## config.mk

```make
export PLATFORM = sky130hd
export DESIGN_NAME = qam_mapper
export DESIGN_NICKNAME = d
export VERILOG_FILES = /design/src/rtl/ofdm_pkg.sv /design/src/rtl/qam16_lut.sv /design/src/rtl/qam_mapper.sv
export SDC_FILE = /design/constraint.sdc
export NUM_CORES = 1
export LEC_CHECK = 0
export ABC_AREA = 0
export CORE_MARGIN = 10
export CORE_UTILIZATION = 41
export CTS_CLUSTER_SIZE = 10
export DETAILED_ROUTE_END_ITERATION = 8
export GPL_ROUTABILITY_DRIVEN = 0
export PLACE_DENSITY = 0.76
export SYNTH_ARGS = -nofsm -noshare
export SYNTH_HDL_FRONTEND = slang
export SYNTH_SLANG_ARGS = --single-unit
```

## constraint.sdc

```tcl
create_clock -name aclk -period 2.41 [get_ports aclk]
set_input_delay 0.3615 -clock aclk [delete_from_list [all_inputs] [get_ports aclk]]
set_output_delay 0.3615 -clock aclk [all_outputs]
set_load 0.02 [all_outputs]
```

## src/rtl/ofdm_pkg.sv

```systemverilog
// Shared constants, state encoding and constellation levels for the OFDM transmit path.
package ofdm_pkg;

  localparam int unsigned B     = 8;
  localparam int unsigned N     = 8;
  localparam int unsigned W     = 16;
  localparam int unsigned CP    = 4;
  localparam int          SCALE = 2048;
  localparam int unsigned ACC_W = 16;
  localparam int unsigned CNT_W = 6;
  localparam int unsigned IDX_W = 10;
  localparam int unsigned DLY_W = 4;
  localparam int unsigned LDC_W = 9;

  typedef enum logic {
    RUN = 1'b0,
    GAP = 1'b1
  } state_e;

  // Gray-coded 16-QAM amplitudes, two's complement at W bits
  localparam logic [W-1:0] L_M3 = W'(-3 * SCALE);
  localparam logic [W-1:0] L_M1 = W'(-1 * SCALE);
  localparam logic [W-1:0] L_P1 = W'(SCALE);
  localparam logic [W-1:0] L_P3 = W'(3 * SCALE);

  typedef struct packed {
    logic [W-1:0] i;
    logic [W-1:0] q;
  } iq_t;

endpackage

```

## src/rtl/qam16_lut.sv

```systemverilog
// Combinational 16-QAM mapper: nibble b3b2 selects I, b1b0 selects Q (Gray coded).
module qam16_lut
  import ofdm_pkg::*;
(
  input  logic [3:0] nibble,
  output iq_t        iq_c
);

  function automatic logic [W-1:0] gray_level(input logic [1:0] bits);
    logic [W-1:0] lvl;
    case (bits)
      2'b00:   lvl = L_M3;
      2'b01:   lvl = L_M1;
      2'b11:   lvl = L_P1;
      default: lvl = L_P3;
    endcase
    return lvl;
  endfunction

  always_comb begin
    iq_c.i = gray_level(nibble[3:2]);
    iq_c.q = gray_level(nibble[1:0]);
  end

endmodule

```

## src/rtl/qam_mapper.sv

```systemverilog
// Byte stream to framed 16-QAM symbols with a fixed guard gap after each frame.
// QAM_DEBUG_EN exposes the internal counters/accumulator on the debug ports.
module qam_mapper
  import ofdm_pkg::*;
(
  input  logic             aclk,
  input  logic             reset,
  input  logic [B-1:0]     s_data_in,
  input  logic             s_dvalid,
  output logic             s_dready,
  output logic [2*W-1:0]   m_data_out,
  input  logic             m_dready,
  output logic             m_dvalid,
  output logic             m_dlast,
  output logic [IDX_W-1:0] m_symbol_index,
  output logic             fft_valid,
  output logic [DLY_W-1:0] delay_c,
  output logic [ACC_W-1:0] carry_over,
  output logic [CNT_W-1:0] co_count,
  output logic [LDC_W-1:0] load_count,
  output logic             load_check
);

  state_e           state_q, state_d;
  logic             rdy_en_q;
  logic [ACC_W-1:0] carry_q, carry_d;
  logic [CNT_W-1:0] cnt_q, cnt_d;
  logic [2*W-1:0]   data_q, data_d;
  logic             valid_q, valid_d;
  logic             last_q, last_d;
  logic [IDX_W-1:0] idx_q, idx_d;
  logic             fft_q, fft_d;
  logic [DLY_W-1:0] delay_q, delay_d;

  logic             load_c, out_hs_c, last_hs_c, emit_c;
  logic [ACC_W-1:0] shifted_c, word_c;
  logic [CNT_W-1:0] base_cnt_c;
  iq_t              sym_c;

  qam16_lut u_lut (
    .nibble (carry_q[ACC_W-1 -: 4]),
    .iq_c   (sym_c)
  );

  // rdy_en_q keeps the input closed while reset is asserted
  assign s_dready = rdy_en_q & (state_q == RUN) & (cnt_q <= CNT_W'(ACC_W - B));

  always_comb begin
    state_d = state_q;
    carry_d = carry_q;
    cnt_d   = cnt_q;
    data_d  = data_q;
    valid_d = valid_q;
    idx_d   = idx_q;
    last_d  = last_q;
    delay_d = delay_q;
    fft_d   = 1'b0;

    load_c    = s_dvalid & s_dready;
    out_hs_c  = valid_q & m_dready;
    last_hs_c = out_hs_c & last_q;
    // No new symbol on the closing beat: the frame ends and the gap starts
    emit_c    = (state_q == RUN) & (cnt_q >= CNT_W'(4)) & (~valid_q | m_dready) & ~last_hs_c;

    shifted_c  = emit_c ? (carry_q << 4) : carry_q;
    base_cnt_c = emit_c ? (cnt_q - CNT_W'(4)) : cnt_q;
    word_c     = {s_data_in, {(ACC_W - B){1'b0}}} >> base_cnt_c;

    if (load_c) begin
      carry_d = shifted_c | word_c;
      cnt_d   = base_cnt_c + CNT_W'(B);
    end else begin
      carry_d = shifted_c;
      cnt_d   = base_cnt_c;
    end

    if (last_hs_c) begin
      idx_d = '0;
    end else if (out_hs_c) begin
      idx_d = idx_q + IDX_W'(1);
    end

    if (emit_c) begin
      data_d  = sym_c;
      valid_d = 1'b1;
    end else if (out_hs_c) begin
      valid_d = 1'b0;
    end
    last_d = valid_d & (idx_d == IDX_W'(N - 1));

    case (state_q)
      RUN: begin
        if (last_hs_c) begin
          state_d = GAP;
          delay_d = '0;
          fft_d   = 1'b1;
        end
      end
      GAP: begin
        if (delay_q == DLY_W'(CP - 1)) begin
          state_d = RUN;
          delay_d = '0;
        end else begin
          delay_d = delay_q + DLY_W'(1);
        end
      end
    endcase
  end

  always_ff @(posedge aclk) begin
    if (reset) begin
      state_q  <= RUN;
      rdy_en_q <= 1'b0;
      carry_q  <= '0;
      cnt_q    <= '0;
      data_q   <= '0;
      valid_q  <= 1'b0;
      last_q   <= 1'b0;
      idx_q    <= '0;
      fft_q    <= 1'b0;
      delay_q  <= '0;
    end else begin
      state_q  <= state_d;
      rdy_en_q <= 1'b1;
      carry_q  <= carry_d;
      cnt_q    <= cnt_d;
      data_q   <= data_d;
      valid_q  <= valid_d;
      last_q   <= last_d;
      idx_q    <= idx_d;
      fft_q    <= fft_d;
      delay_q  <= delay_d;
    end
  end

  assign m_data_out     = data_q;
  assign m_dvalid       = valid_q;
  assign m_dlast        = last_q;
  assign m_symbol_index = idx_q;
  assign fft_valid      = fft_q;

`ifdef QAM_DEBUG_EN
  logic [LDC_W-1:0] ldcnt_q, ldcnt_d;
  logic             ldchk_q, ldchk_d;

  always_comb begin
    ldcnt_d = ldcnt_q;
    ldchk_d = load_c;
    if (load_c) begin
      ldcnt_d = ldcnt_q + LDC_W'(1);
    end
  end

  always_ff @(posedge aclk) begin
    if (reset) begin
      ldcnt_q <= '0;
      ldchk_q <= 1'b0;
    end else begin
      ldcnt_q <= ldcnt_d;
      ldchk_q <= ldchk_d;
    end
  end

  assign delay_c    = delay_q;
  assign carry_over = carry_q;
  assign co_count   = cnt_q;
  assign load_count = ldcnt_q;
  assign load_check = ldchk_q;
`else
  assign delay_c    = '0;
  assign carry_over = '0;
  assign co_count   = '0;
  assign load_count = '0;
  assign load_check = 1'b0;
`endif

endmodule

```

=== After elaboration in Yosys (flattened, before gate mapping) ===
Cells that the tools add are included.

* Output and inout bits: 82
* Word-level logic and storage cells: 58
* Input port bits: 12
* Register bits: 73

* Order comparisons: 2
* Bitwise operators: 14
* Shifts and indexed selects: 1
* Multiplexer cells: 17
* Equal/unequal tests: 7
* Add/sub/neg operators: 4
* Reduce and logical (&&, ||, !) cells: 3

{| class="wikitable"
|+ Operators by type and width
! kind !! count
|-
| 16-bit one-hot mux with 3 select lines || 2
|-
| 16-bit 2-to-1 mux || 2
|-
| 10-bit 2-to-1 mux || 2
|-
| 16-bit OR || 1
|-
| 16-bit by 6-bit right shift with 16-bit output || 1
|-
| 6-bit 2-to-1 mux || 2
|-
| 10-bit by 1-bit adder with 10-bit output, second input constant || 1
|-
| 10-bit by 3-bit == test with 1-bit output, second input constant || 1
|-
| 1-bit AND || 9
|-
| 4-bit 2-to-1 mux || 2
|-
| 4-bit one-hot mux with 2 select lines || 1
|-
| 6-bit by 4-bit adder with 6-bit output, second input constant || 1
|-
| 6-bit by 3-bit greater-or-equal comparator with 1-bit output, second input constant || 1
|-
| 6-bit by 4-bit less-or-equal comparator with 1-bit output, second input constant || 1
|-
| 6-bit by 3-bit subtractor with 6-bit output, second input constant || 1
|-
| 1-bit 2-to-1 mux || 5
|-
| 4-bit by 1-bit adder with 4-bit output, second input constant || 1
|-
| 2-bit by 1-bit == test with 1-bit output, second input constant || 2
|-
| 2-bit == test, second input constant || 2
|-
| 4-bit by 2-bit == test with 1-bit output, second input constant || 1
|-
| 2-bit zero test || 2
|-
| 1-bit inverter || 3
|-
| 2-bit != test, second input constant || 1
|-
| 1-bit one-hot mux with 2 select lines || 1
|-
| other kinds (2) || 2
|}

=== Logic depth before layout (Yosys ltp) ===
* Depth in word-level cells: 8
* Gate-level depth with buffers: 12
* Mapped depth without buffers: 10

=== Modules after synthesis ===
From an unflattened synthesis, not the netlist that was laid out.

* Cell total of the unflattened synthesis: 471
* Area, all modules: 3938.8 sq um

{| class="wikitable"
|+ By module, submodules not included
! module !! seq. area each (sq um) !! area an instance (sq um) !! times used !! cells each
|-
| qam_mapper || 1421.4 || 3643.5 || 1 || 431
|-
| qam16_lut || 0.0 || 295.3 || 1 || 40
|}

=== Least setup slack after synthesis ===
No wires, ideal clock.

* Path kind: register to register
* Start point: register cnt_q[2]
* End point: register cnt_q[5]
* Stages on the path, launching flop included: 13
* Slack: -0.174 ns
* Arrival: 2.456 ns
* Cells stage by stage: dfxtp_1 clkbuf_1 inv_1 ha_1 nor2b_1 a221oi_4 buf_2 nand2_1 xnor2_1 ha_1 a21oi_1 xor2_1 nor2_1

* Cells in the longest elaborated chain, start to end: 7
* Elaborated cells between the ends (all ways): 11
* Those cells by class: add/sub (2); order compare (2); mux (2); bitwise (5)

{| class="wikitable"
|+ RTL lines
! what !! RTL line !! text
|-
| from (decl) || qam_mapper.sv:27 || <nowiki>logic [CNT_W-1:0] cnt_q, cnt_d;</nowiki>
|-
| from (signal assigned) || qam_mapper.sv:126 || <nowiki>cnt_q <= cnt_d;</nowiki>
|-
| 6-bit by 3-bit greater-or-equal comparator with 1-bit output || qam_mapper.sv:63 || <nowiki>emit_c = (state_q == RUN) & (cnt_q >= CNT_W'(4)) & (~valid_q | m_dready) & ~last_hs_c;</nowiki>
|-
| 1-bit AND (3 in a row) || qam_mapper.sv:63 ||
|-
| 6-bit 2-to-1 mux || qam_mapper.sv:66 || <nowiki>base_cnt_c = emit_c ? (cnt_q - CNT_W'(4)) : cnt_q;</nowiki>
|-
| 6-bit by 4-bit adder with 6-bit output || qam_mapper.sv:71 || <nowiki>cnt_d = base_cnt_c + CNT_W'(B);</nowiki>
|-
| 6-bit 2-to-1 mux * || qam_mapper.sv:69 || <nowiki>if (load_c) begin</nowiki>
|}

Mark *: on every way between the ends. The rest lies on a longest branch, timed or not.
A chain may end at the register's enable or synchronous reset.

=== Final worst setup path ===
* Start point: register cnt_q[4]
* End point: output s_dready

* Cells in the longest elaborated chain, start to end: 2

{| class="wikitable"
|+ RTL lines
! what !! RTL line !! text
|-
| 6-bit by 4-bit less-or-equal comparator with 1-bit output || qam_mapper.sv:46 || <nowiki>assign s_dready = rdy_en_q & (state_q == RUN) & (cnt_q <= CNT_W'(ACC_W - B));</nowiki>
|-
| 1-bit AND || qam_mapper.sv:46 ||
|-
| to (decl) || qam_mapper.sv:10 || <nowiki>output logic s_dready,</nowiki>
|}

No other way between the ends.

==> metrics.md <==
| Metric | Value |
|---|---|
| Leakage | between 1 and 1.5 nW |
| Post-DP Area | slightly above 3000 sq um |
| Root Buffer | clkbuf_8 |
| Site Rows | 29 |
| Yosys warnings | 0 |
| Final #Nets | 402 |
| Iteration-0 DRC Markers | 86 |
| Max frequency | roughly 440 MHz |
| Top area cells in the synthesized netlist | dfxtp_1 (32%), buf_4 (17%), nand2_1 (4.8%) |
| Chip width | 102 microns |
| Status | finished, final reports clean |
| Final Skew | 0.0101 ns |
| CP required | roughly 2.1 ns |
| Syn_area_per_cell | 8.21 sq um |
| Period utilization | 93.6% |
| Post-Route WL | 6.28 mm |
| Top_reg_cell synth | dfxtp_1 |
| Number of global-route vias before repair | 2113 |
| Critical-path maximum fanout | 8 |
| Sw frac | around two fifths |
| Most frequent cells in the layout | conb_1 (58), dfxtp_1 (43), clkdlybuf4s50_1 (35), nor2_1 (34), nand2_1 (34) |
| Post-synth EDFFs | 0 |
| Clk_lat worst skew | a little over 0.3 ns |
| Most common cell after layout, fill and taps aside | conb_1 |
| Number of distinct library cells after synthesis | 51 |
| Die area | a little over 10000 sq um |
| MaxCap Viol Count | 0 |
| Peak supply drop | roughly 0.47 mV |
| CTS Sinks | 44 |
| Cells after Synth | 335 |
| Comb pwr share | 52.9% |
| Endpoints failing hold | 0 |
| Routed len/inst | 13.7 microns |
| Final ANT Viol Nets | 0 |
| Setup Crit Path Kind | reg2out |
| Internal power contribution | 1.92 mW |
| Largest net degree at the start of global routing | 26 |
| GRT Overall Usage | 11.5% |
| CTS tree | built |
| CTS max path bufs | 2 |
| Class of the worst hold path | reg2reg |
| Hpwl dp | about 4.8 mm |
| Final setup vio count | 0 |
| Share of the synthesized area in the top cell type | 32.0% |
| Net Sw Power | 1.30 mW |
| First-pass GRT wire length | 9.80 mm |
| Area Growth Syn to Fin | 17.8% |
| RSZ-0062 raised after global routing | no |
| Core footprint | 6420 sq um |
| Yosys reg bits | between 40 and 50 |
| FFs w/ async S/R, synth | 0% |
| Critical path capture point type | output port |
| H-tree depth | 2 |
| Initial antenna violation count | 0 |
| Antenna Cells | 0 |
| Clock power share | 18.2% |
| Synth Cell Area | 2750 sq um |
| Worst EP arrival | 1.89 ns |
| Sequential fraction of the synthesis area | 32.0% |
| TritonCTS Buffers | 5 |
| Drt drc | 0 |
| Slew Viols, Final | 0 |
| CP Launch Type | register |
| Share of cells above drive strength 1 | approximately an eighth |
| Slew @ Worst Pin | 0.549 ns |
| Fin Setup TNS | 0 ns |
| IO Pins | 94 |
| Seq pwr share | 28.8% |
| Height of the die | 102 microns |
| Minimum clock period after layout | ~2.3 ns |
| Slew headroom | between 60% and 70% |
| Final instance area | 3240 sq um |
| # port buffers | 35 |
| Via count | 2204 |
| Initial core utilization | between 40% and 50% |
| Power density cells | 994 nW/um^2 |
| Global route total overflow | 0 |
| Area leader, netlist | dfxtp_1 |
| Vias per cell | just under 5 |
| Worst-path clk slew | 0.09 ns |
| 1st-pass router iterations | 4 |
==> timing repair <==
item / CTS / global route
hold buffers: 0 / 0
setup buffers: 0 / 3
setup endpoints to repair: 0 / 17
resized for setup: 0 / 13
==> state kept, by name, indices dropped and copies added (netlist names), 4 cells and up <==
signal	cells
carry_q	16
m_symbol_index	10
m_data_out	5
cnt_q	4
delay_q	4
==> synthesized netlist by cell type, drive strengths merged, types with 2 or more instances <==
| master | n |
|---|---|
| and3 | 6 |
| nor4 | 4 |
| o211ai | 2 |
| nand2b | 7 |
| nand2 | 35 |
| inv | 10 |
| buf | 67 |
| a31oi | 8 |
| nand3 | 13 |
| xor2 | 5 |
| dfxtp | 44 |
| ha | 10 |
| xnor2 | 6 |
| a221o | 4 |
| or3 | 2 |
| a2bb2oi | 4 |
| clkbuf | 11 |
| nor2 | 34 |
| nor2b | 3 |
| a21oi | 17 |
| mux2i | 8 |
| nor3 | 12 |
==> routing by layer <==
| layer | GRT usage, % | up-vias | wire length [microns] |
|---|---|---|---|
| met3 | 4.79 | 4 | 561 |
| met2 | 20.3 | 58 | 3100 |
| li1 | - | 1118 | - |
| met5 | 0 | - | 0 |
| met1 | 12.3 | 1024 | 2560 |
| met4 | 3.69 | 0 | 51 |
==> layout make-up <==
type                    instances  area, sq um
well taps                      77         96.3
inverters                      10         37.5
flip-flops and latches         44          885
repair buffers                 59          534
clock inverters                 3         47.5
clock buffers                   5         68.8
fillers                       599         3180
multi-input cells             260         1570
==> kinds of logic after synthesis <==
| family | after synthesis | synth area share, % |
|---|---|---|
| multiplexers | 9 | 3.46 |
| flip-flops | 44 | 32.0 |
| AND/OR/NAND/NOR | 122 | 21.6 |
| XOR/XNOR | 11 | 3.78 |
| adder cells (fa/ha/maj) | 10 | 4.55 |
| AO/OA/AOI/OAI | 50 | 13.6 |
| buffers and inverters | 88 | 20.8 |
| other | 1 | 0.136 |
==> power by group through the flow <==
stage,Clock [mW],Sequential (mW),Combinational [mW]
after floorplan,0,0.923,1.18
after global placement,0,0.930,1.51
after detailed placement,0,0.936,1.53
after CTS,0.595,0.919,1.54
after global routing,0.639,0.946,1.85
final,0.587,0.928,1.70
==> critical path: stages (launching register included) <==
cell and delay (ns):
dfxtp_1 0.40, nor2_1 0.36, and3_1 0.22, clkdlybuf4s50_1 0.60
==> per-stage QoR <==
| step | total power [mW] | utilization, % | std cells | hold slack (ns) | setup WS [ns] |
|---|---|---|---|---|---|
| 2_1_floorplan | 2.10 | - | 392 | 0.447 | 0.000521 |
| 3_3_place_gp | 2.44 | 47.5 | 447 | 0.446 | -0.0375 |
| 3_5_place_dp | 2.47 | 47.5 | 447 | 0.457 | -0.0748 |
| 4_1_cts | 3.06 | 49.3 | 455 | 0.470 | 0.00422 |
| 5_1_grt | 3.43 | 50.5 | 458 | 0.493 | 0.0171 |
| 6_report | 3.22 | 50.5 | 458 | 0.467 | 0.155 |
==> worst paths after layout <==
check / start / slack (ns) / cells after the start / endpoint
max: cnt_q[4] / 0.16 / 3 / s_dready
min: m_data_out[28] / 0.47 / 2 / m_data_out[28]
max reg2reg: cnt_q[2] / 0.16 / 9 / cnt_q[5]
min reg2reg: m_data_out[28] / 0.47 / 2 / m_data_out[28]
No activity file was read; power rests on OpenSTA's default activity.
==> edit (config.mk and constraints unchanged) <==
Change the package constant `LDC_W` from 9 to 18.
--- a/src/rtl/ofdm_pkg.sv
+++ b/src/rtl/ofdm_pkg.sv
@@ -11,5 +11,5 @@
   localparam int unsigned IDX_W = 10;
   localparam int unsigned DLY_W = 4;
-  localparam int unsigned LDC_W = 9;
+  localparam int unsigned LDC_W = 18;
 
   typedef enum logic {
Ports: changed (resized load_count); port bits go from 94 to 103. No check against the original RTL was run, so the function may have changed too.
==> edit against the original RTL <==
  * Total power rose by 3.7%
  * Highest routed layer unchanged
  * Final area is 1.4% higher
  * Routed wire length up 2.4%
  * Sequential cell count unchanged
  * Sequential power is 0.5% lower
  * Setup slack worse by 0.064 ns
  * Hold slack got worse by 0.0095 ns
  * Register-to-register slack better by 0.02 ns
  * Synthesized area grew 2.5%
==> edit: results (changes against the original RTL) <==
Finished Layout Cells=473 (+3.3%); # Post-CTS Setup Buffers=1 (+1); dominant cells by area after synthesis=dfxtp_1 31%, buf_4 19%, nand2_1 4.7%; CP Capture Type=primary output; top cells by count, synth=72 x buf_4, 44 x dfxtp_1, 35 x nand2_1; ANT cells=0 (unchanged); vias in the first global route=2,118 (+0.24%); multiplexer share of the synthesized area=3.37% (-0.083 points); worst min path class=flip-flop to flip-flop; Final nets=414 (+3.0%); Critical path origin=cnt_q[2]; drt pass-1 iters=4 (unchanged); post-synthesis sequential area ratio=31.3% (-0.77 points); GRT overflow=0 (unchanged); setup slack after placement=-0.101 ns (-0.0257 ns); FF/Latch Area=885 sq um (unchanged); largest net degree at the start of global routing=34 (+31%); skew final=0.00826 ns (-0.00187 ns); clock slew seen by the registers of the worst setup and hold paths=0.08 ns; Resized Gates After CTS=4 (+4); Total GRT Usage=11.1% (-0.42 points); Hold Slack=0.457 ns (-0.00950 ns); Worst Path Max Fanout=4 (-4); first-pass GRT wire length=9.62 mm (-1.8%); r2r setup slk=0.18 ns (+0.02 ns); Reg-to-Reg Start=cnt_q[3]; Via-to-Cell Ratio=4.87 (+1.1%); layout cell share with drive strength beyond 1=12.5% (-0.66 points); # placed instances=462 (+3.4%); status=completed; Worst VDD drop=0.537 mV (+15%); Avg Synthesized Cell Area=8.19 sq um (-0.22%); Synth Area in Compound Gates=13.3% (-0.33 points); adder-cell share of the synthesized area=4.44% (-0.11 points); Worst Hold Path EP=m_data_out[28]; Max-Slew Margin vs Limit=64.4% (+1.3 points); DR iter-0 viols=111 (+29%); fillers=635 (+6.0%); P_leak=1.37 nW (+2.9%); DPL Wire Length=4.92 mm (+3.6%); FF-to-FF End=carry_q[0]; drt wl/cell=13.6 um (-0.86%); Area after DPL=3110 sq um (+2.0%); Fmax achieved=431 MHz (-2.7%)
[edit: cell count changes in the layout (fill, tap and decap cells not counted), sizes merged]
cell	change
conb	+9
clkinv	-1
clkbuf	+1
buf	+3
[edit: report_power, final]
group / internal (mW) / switching, mW
Clock: 0.308 / 0.252
Sequential: 0.820 / 0.103
Combinational: 0.887 / 0.968
[edit: metal layers]
layer | wire length, um | part of all wire, % | track usage (%)
met3 | 610 | 9.5 | 2.95
met5 | 0 | 0 | 0
met2 | 3150 | 49 | 18.5
met4 | 75 | 1.2 | 3.85
met1 | 2600 | 40 | 13.4
[edit: critical path, cell delays in order (launching register included)]
cell	delay (ns)
dfxtp_4	0.40
inv_1	0.09
buf_4	0.15
ha_1	0.17
nand2b_1	0.15
and3_1	0.16
clkdlybuf4s50_1	0.54
[edit: cell type report]
cell class,instances,share of cell area (%)
Clock inverter,2,1.07
Timing Repair Buffer,62,17.0
Inverter,10,1.14
Multi-Input combinational cell,269,48.6
Sequential cell,44,26.9
Clock buffer,6,2.21
Tap cell,80,3.05
